`src/rtl/sar_sequencer.sv`:
```
// Host-side sequencer for the 8-bit R2R SAR converter: paces conversions, averages
// 2^AVG_LOG2 captures and flags a stalled converter. Option macro: SAR_SEQ_AVG_ROUND_EN.
module sar_sequencer #(
    parameter int SAMPLE_PERIOD = 100000,
    parameter int AVG_LOG2      = 2,
    parameter int TIMEOUT       = 200000
) (
    input  logic       clk,
    input  logic       reset,
    input  logic       enable,
    input  logic       clear_err,
    input  logic       sar_valid,
    input  logic [7:0] sar_result,
    output logic       sar_go,
    output logic [7:0] avg_out,
    output logic       avg_valid,
    output logic [7:0] last_raw,
    output logic       busy,
    output logic       timeout_err
);

    localparam int DATA_W = 8;
    localparam int ACC_W  = DATA_W + AVG_LOG2;
    localparam int CNT_W  = AVG_LOG2 + 1;
    localparam int PER_W  = (SAMPLE_PERIOD > 1) ? $clog2(SAMPLE_PERIOD) : 1;
    localparam int TO_W   = (TIMEOUT > 1) ? $clog2(TIMEOUT) : 1;

    localparam logic [PER_W-1:0] PER_LOAD = PER_W'(SAMPLE_PERIOD - 1);
    localparam logic [TO_W-1:0]  TO_LOAD  = TO_W'(TIMEOUT - 1);
    localparam logic [CNT_W-1:0] CNT_LAST = CNT_W'((1 << AVG_LOG2) - 1);
`ifdef SAR_SEQ_AVG_ROUND_EN
    localparam logic [ACC_W:0]   RND_HALF = (ACC_W + 1)'((1 << AVG_LOG2) >> 1);
`endif

    typedef enum logic [1:0] {
        IDLE,
        START,
        CONV,
        WAIT
    } state_t;

    state_t             state;
    state_t             state_nxt;
    logic [PER_W-1:0]   per_cnt;
    logic [TO_W-1:0]    tmo_cnt;
    logic               wait_met;
    logic               capture;
    logic               tmo_hit;
    logic               abort;
    logic [ACC_W-1:0]   acc;
    logic [CNT_W-1:0]   cnt;
    logic [ACC_W-1:0]   acc_sum_p0;

    // Averaged word from a full accumulator; rounding adds half an LSB at one extra bit.
    function automatic logic [DATA_W-1:0] avg_word(input logic [ACC_W-1:0] acc_in);
`ifdef SAR_SEQ_AVG_ROUND_EN
        logic [ACC_W:0] shifted;
        shifted = ({1'b0, acc_in} + RND_HALF) >> AVG_LOG2;
        if (|shifted[ACC_W:DATA_W]) begin
            return {DATA_W{1'b1}};
        end
        return shifted[DATA_W-1:0];
`else
        return DATA_W'(acc_in >> AVG_LOG2);
`endif
    endfunction

    always_ff @(posedge clk or posedge reset) begin
        if (reset) begin
            state <= IDLE;
        end else begin
            state <= state_nxt;
        end
    end

    always_comb begin
        state_nxt = state;
        capture   = 1'b0;
        tmo_hit   = 1'b0;
        abort     = 1'b0;
        sar_go    = 1'b0;
        case (state)
            IDLE: begin
                if (enable) begin
                    state_nxt = START;
                end
            end
            START: begin
                sar_go = 1'b1;
                if (!enable) begin
                    abort     = 1'b1;
                    state_nxt = IDLE;
                end else begin
                    state_nxt = CONV;
                end
            end
            CONV: begin
                sar_go = 1'b1;
                if (!enable) begin
                    abort     = 1'b1;
                    state_nxt = IDLE;
                end else if (sar_valid) begin
                    capture   = 1'b1;
                    state_nxt = WAIT;
                end else if (tmo_cnt == '0) begin
                    tmo_hit   = 1'b1;
                    state_nxt = WAIT;
                end
            end
            WAIT: begin
                // wait_met guarantees go stays low for two cycles even after an overrun
                if (!enable) begin
                    abort     = 1'b1;
                    state_nxt = IDLE;
                end else if (wait_met && per_cnt == '0) begin
                    state_nxt = START;
                end
            end
            default: begin
                state_nxt = IDLE;
            end
        endcase
    end

    assign busy = sar_go;

    always_ff @(posedge clk or posedge reset) begin
        if (reset) begin
            per_cnt  <= '0;
            tmo_cnt  <= '0;
            wait_met <= 1'b0;
        end else begin
            wait_met <= (state == WAIT);
            if (state_nxt == START) begin
                per_cnt <= PER_LOAD;
                tmo_cnt <= TO_LOAD;
            end else begin
                if (per_cnt != '0) begin
                    per_cnt <= per_cnt - PER_W'(1);
                end
                if (tmo_cnt != '0) begin
                    tmo_cnt <= tmo_cnt - TO_W'(1);
                end
            end
        end
    end

    assign acc_sum_p0 = acc + ACC_W'(sar_result);

    // Capture stage: accumulate, and on the last sample emit the average next cycle.
    always_ff @(posedge clk or posedge reset) begin
        if (reset) begin
            acc         <= '0;
            cnt         <= '0;
            avg_out     <= '0;
            avg_valid   <= 1'b0;
            last_raw    <= '0;
            timeout_err <= 1'b0;
        end else begin
            avg_valid <= 1'b0;
            if (abort) begin
                acc <= '0;
                cnt <= '0;
            end else if (capture) begin
                last_raw <= sar_result;
                if (cnt == CNT_LAST) begin
                    avg_out   <= avg_word(acc_sum_p0);
                    avg_valid <= 1'b1;
                    acc       <= '0;
                    cnt       <= '0;
                end else begin
                    acc <= acc_sum_p0;
                    cnt <= cnt + CNT_W'(1);
                end
            end
            if (tmo_hit) begin
                timeout_err <= 1'b1;
            end else if (clear_err) begin
                timeout_err <= 1'b0;
            end
        end
    end

endmodule

```
`config.mk`:
```
export PLATFORM = sky130hd
export DESIGN_NAME = sar_sequencer
export DESIGN_NICKNAME = d
export VERILOG_FILES = /design/src/rtl/sar_sequencer.sv
export SDC_FILE = /design/constraint.sdc
export NUM_CORES = 1
export LEC_CHECK = 0
export ABC_AREA = 1
export BUFFER_PORTS_ARGS = -buffer_cell sky130_fd_sc_hd__buf_4
export CELL_PAD_IN_SITES_DETAIL_PLACEMENT = 1
export CELL_PAD_IN_SITES_GLOBAL_PLACEMENT = 2
export CORE_MARGIN = 3
export CORE_UTILIZATION = 39
export CTS_CLUSTER_SIZE = 14
export DETAILED_ROUTE_END_ITERATION = 7
export GPL_TIMING_DRIVEN = 0
export PLACE_DENSITY = 0.95
export SETUP_SLACK_MARGIN = 0.2
export SYNTH_ARGS = -nofsm -noshare
export SYNTH_HDL_FRONTEND = slang
export SYNTH_SLANG_ARGS = --single-unit
```
`constraint.sdc`:
```
create_clock -name clk -period 4.1 [get_ports clk]
set_input_delay 0.82 -clock clk [delete_from_list [all_inputs] [get_ports clk]]
set_output_delay 0.82 -clock clk [all_outputs]
set_load 0.01 [all_outputs]
```
# Word-level counts from Yosys, hierarchy flattened

Index checks and enable logic that the tools add are counted.
W data, S select, Z words.

Add/sub/neg operators: 4
Equal/unequal tests: 5
Muxes and demuxes: 33
Bitwise gates (word level): 1
Reduce and logical (&&, ||, !) cells: 14

Operators by type and width:

| operator                | number |
|---|---|
| $mux W18                | 2 |
| $mux W17                | 2 |
| $mux W10                | 3 |
| $logic_not A18 Y1       | 1 |
| $reduce_bool A18 Y1     | 1 |
| $sub A18 B1 Y18 const B | 1 |
| $logic_not A17 Y1       | 1 |
| $reduce_bool A17 Y1     | 1 |
| $sub A17 B1 Y17 const B | 1 |
| $mux W1                 | 15 |
| $mux W2                 | 7 |
| $add A10 B8 Y10         | 1 |
| $mux W3                 | 3 |
| $pmux W2 S4             | 1 |
| $reduce_bool A2 Y1      | 4 |
| $eq A2 B1 Y1 const B    | 2 |
| $eq A2 B2 Y1 const B    | 2 |
| $add A3 B1 Y3 const B   | 1 |
| $eq A3 B2 Y1 const B    | 1 |
| $reduce_and A3 Y1       | 1 |
| $reduce_or A3 Y1        | 1 |
| $logic_not A2 Y1        | 1 |
| $reduce_and A2 Y1       | 1 |
| $reduce_or A2 Y1        | 1 |
| 2 further kinds         | 2 |

Bits in registers: 69
Input bits: 13
Output and inout bits: 20
Logic and storage cells: 67

# Longest topological paths before layout

Word-level depth: 7
Mapped depth: 15
Gate-level depth less buffers: 14

# Worst setup path before layout

No wires, ideal clock.

Path type: in2reg
Start point: in sar_result[0]
End point: reg acc[6]
Library setup time: 0.083 ns
Data arrival time: 2.200 ns
Required time: 4.017 ns
Setup slack: 1.817 ns
Cell stages on the path: 9
Buffers on the path: 0
Cells stage by stage: ha_1 > inv_1 > fa_1 > o21ai_0 > nand2_1 > nand2_1 > a21oi_1 > xor2_1 > o21ai_0

Cells in the longest elaborated chain, start to end: 4

Ends and longest elaborated chain:

| item                 | RTL line | RTL |
|---|---|---|
| start, declared      | 13       | `input logic [7:0] sar_result,` |
| $add A10 B8 Y10      | 148      | `assign acc_sum_p0 = acc + ACC_W'(sar_result);` |
| $mux W10             | 166      | `if (cnt == CNT_LAST) begin` |
| $mux W10             | 164      | `end else if (capture) begin` |
| $mux W10             | 161      | `if (abort) begin` |
| end signal, assigned | 172      | `acc <= acc_sum_p0;` |
| end, declared        | 50       | `logic [ACC_W-1:0] acc;` |

Every way passes these cells. The select of a mux whose other input is x is not followed.
A chain may end at the register's enable or synchronous reset.

# Final worst setup path

Same ends and word-level chain as after synthesis.

==> results.txt <==
----------------------------------------------------
[Synth]
  Cell types with the largest area share after synthesis ... sky130_fd_sc_hd__dfrtp_1, sky130_fd_sc_hd__nand2_1, sky130_fd_sc_hd__inv_1
  Number of synthesized flops with an enable pin ... 0
  Number of synthesis warnings ... 0
  Distinct cell type count of the synthesized netlist ... 35
  Syn avg cell area ... 8.25 um^2
  Area share of the largest cell type after synthesis ... 45.6%
  Yosys reg bits ... 69
  Post-Synthesis Cell Area ... 3790 um^2
  Share of synthesized area occupied by flip-flops and latches ... 45.6%
  Async set or reset register ratio after synthesis ... 100%
  Cell count after synthesis ... 459
  Library cell occupying the most area in the post-synthesis netlist ... sky130_fd_sc_hd__dfrtp_1
  Predominant post-synthesis flop cell ... sky130_fd_sc_hd__dfrtp_1
  Net count after synthesis ... 489

[Timing]
  Minimum period implied by the final worst setup slack ... 2390 ps
  Setup Skew ... 7.26 ps
  Final number of setup-violating endpoints ... 0
  Final Slew Violations ... 0
  Max-slew headroom ... 67.5%
  Final sum of negative setup slack ... 0 ps
  Unrepaired setup endpoints after global routing ... false
  Hold Violations, Final ... 0
  Highest achievable clock rate ... 0.418 GHz
  Worst-margin pin slew ... 484 ps
  Crit share post-route ... 58.3%

[Floorplan]
  Floorplan Core Area ... 9330 um^2
  Number of placement rows ... 35
  Die height ... 105 um
  Overall die area ... 10900 um^2
  Io pins ... 33
  Initial Util ... 40.6%
  Horizontal extent of the die ... 105 um

[Global route]
  Wire length of the first global-routing pass ... 15400 um
  Initial antenna violation count ... 0
  Via count of the first global-routing pass ... 3321
  Total global-route track usage ... 17.4%
  Gr ovfl total ... 0
  Pin count of the biggest net entering global routing ... 56

[Place]
  Number of input and output port buffers inserted ... 32
  Estimated wirelength of the detail-placed design ... 6780 um
  RD Place Congestion ... 0.844

[Clock network]
  CTS root buffer ... sky130_fd_sc_hd__clkbuf_8
  Clock tree sinks ... 69
  Number of CTS-inserted buffers ... 9
  Cts repair resizes ... 0
  Clock insertion delay at the later pin of the skew report ... 350 ps
  Clock-pin slew of the registers on the worst-case setup and hold paths ... 80 ps
  CTS tree ... built
  Buffer count from post-CTS setup fixing ... 0
  Cts hold-fix bufs ... 0
  Number of buffers between clock root and the deepest sink ... 2
  H-tree lvl count ... 3

[Route]
  DRC violations left ... 0
  Pre-Repair DR Iteration Count ... 4
  Vias per Instance ... 4.79
  Routed length per placed instance ... 13.9 um
  Total via count in the routed design ... 3053
  Antenna violation net count after detailed routing ... 0
  Overall routed net length ... 8830 um
  Iteration-0 DRC count of the detailed router ... 86

[Worst setup path]
  Kind of launch point of the worst setup path ... input pin
  Startpoint of the lowest-slack register-to-register path ... state[0]
  Worst-path fanout max ... 4
  CP Capture Type ... flip-flop
  Launching instance or port of the critical path ... sar_result[0]
  Slowest stage cell, crit path ... sky130_fd_sc_hd__fa_1
  Delay of the slowest cell on the worst path ... 420 ps
  Crit path required time ... 4330 ps
  Data arrival time of the critical path ... 2620 ps
  Ordered list of cells on the worst path ... buf_4 -> ha_1 -> inv_1 -> fa_1 -> o21ai_0 -> nand2_1 -> nand2_1 -> a21oi_1 -> xor2_1 -> o21ai_0
  Length in cells of the worst reg-to-reg path ... 9
  WS Path Type ... input pin to flip-flop

[Finish]
  Area taken by flip-flops and latches ... 1730 um^2
  Fillers ... 1145
  Syn-to-layout area delta ... 16.1%
  Total area of multi-input combinational cells ... 1740 um^2
  Count of antenna diodes in the layout ... 0
  NumNets Final ... 533
  Share of layout cells above drive strength 1 ... 15.4%

[Hold path]
  Class of the tightest hold or removal check ... input pin to async pin

[Power]
  Pwr/cell area ... 477 nW/um^2
  Static leakage ... 0.00233 uW
  Total power of the final layout ... 2100 uW
  Peak supply drop ... 0.271 mV

[Run status]
  Status ... finished clean

[Job]
  Number of violations of the max-capacitance limit ... 0

----------------------------------------------------
-- worst max-delay path, delay by kind of cell --
family | cells | cell delay [ps]
buf+inv | 2 | 170
simple gates | 2 | 170
compound gates | 3 | 570
fa+ha+maj | 2 | 640
xor+xnor | 1 | 250
-- area by class of cell --
type | count | share of cell area, %
Buffer | 7 | 1.42
Multi-Input combinational cell | 314 | 39.6
Inverter | 69 | 5.95
Tap cell | 129 | 3.67
Sequential cell | 69 | 39.3
Clock buffer | 10 | 3.13
Clock inverter | 6 | 0.882
Timing Repair Buffer | 33 | 6.09
-- synth_stat cells (5+ instances only) --
cell type	instances
sky130_fd_sc_hd__nand2_1	134
sky130_fd_sc_hd__xor2_1	19
sky130_fd_sc_hd__dfrtp_1	69
sky130_fd_sc_hd__a21oi_1	7
sky130_fd_sc_hd__o21ai_0	19
sky130_fd_sc_hd__ha_1	16
sky130_fd_sc_hd__nand4_1	7
sky130_fd_sc_hd__xnor2_1	15
sky130_fd_sc_hd__nand3_1	21
sky130_fd_sc_hd__nor2_1	37
sky130_fd_sc_hd__nor2_2	5
sky130_fd_sc_hd__nor3_1	5
sky130_fd_sc_hd__inv_1	67
-- cells by family after synthesis --
kind of cell | share of synthesized area [%]
buf+inv | 8.49
compound gates | 6.48
xor+xnor | 7.86
fa+ha+maj | 5.81
flops | 45.6
simple gates | 25.8
-- power breakdown --
group / internal, uW / total, uW / switching [uW]
combinational: 299 / 746 / 447
sequential: 781 / 850 / 69.3
clock: 233 / 503 / 269
-- placed cells by master (no fill, tap or decap), drive strengths merged --
cell type  count
nand2        136
dfrtp         69
inv           69
nor2          44
buf           40
nand3         24
o21ai         23
xor2          19
ha            16
xnor2         15
clkbuf        10
a21oi          7
nand4          7
nor3           6
a22o           4
clkinv         4
or2            2
nor4           2
clkinvlp       2
a21o           1
nand3b         1
o21bai         1
a221oi         1
o32ai          1
nor3b          1
o22ai          1
a31oi          1
fa             1
-- sequential cells by signal, indices dropped and copies added (netlist names) --
signal,count
per_cnt,17
timeout_err,1
tmo_cnt,18
avg_valid,1
last_raw,8
cnt,3
wait_met,1
state,2
avg_out,8
acc,10
-- per-stage QoR --
| stage | setup WS (ps) | hold WS, ps | utilization (%) | area [um^2] | cells |
|---|---|---|---|---|---|
| global placement | 524 | 461 | 44.9 | 4190 | 620 |
| CTS | 1720 | 386 | 47.1 | 4400 | 637 |
| detailed placement | 1350 | 460 | 45.2 | 4220 | 621 |
| finish | 1710 | 395 | 47.1 | 4400 | 637 |
| floorplan | 1540 | 453 | - | 3790 | 459 |
| global route | 1590 | 401 | 47.1 | 4400 | 637 |
-- layer usage --
layer	track usage, %	wire, um	vias to the layer above
li1	-	-	1516
met1	20.8	3940	1482
met2	30.8	4450	35
met3	2.47	196	20
met4	7.79	244	0
met5	0	0	-
-- path summary, 6_finish.rpt --
kind / endpoint / slack [ps]
setup / recovery: acc[6] / 1710
hold / removal: tmo_cnt[14] / 400
setup reg to reg: acc[5] / 1840
hold reg to reg: last_raw[6] / 480
max in group asynchronous: per_cnt[14] / 3160
min in group clk: last_raw[6] / 480
Power figures use the tool's default switching activity.
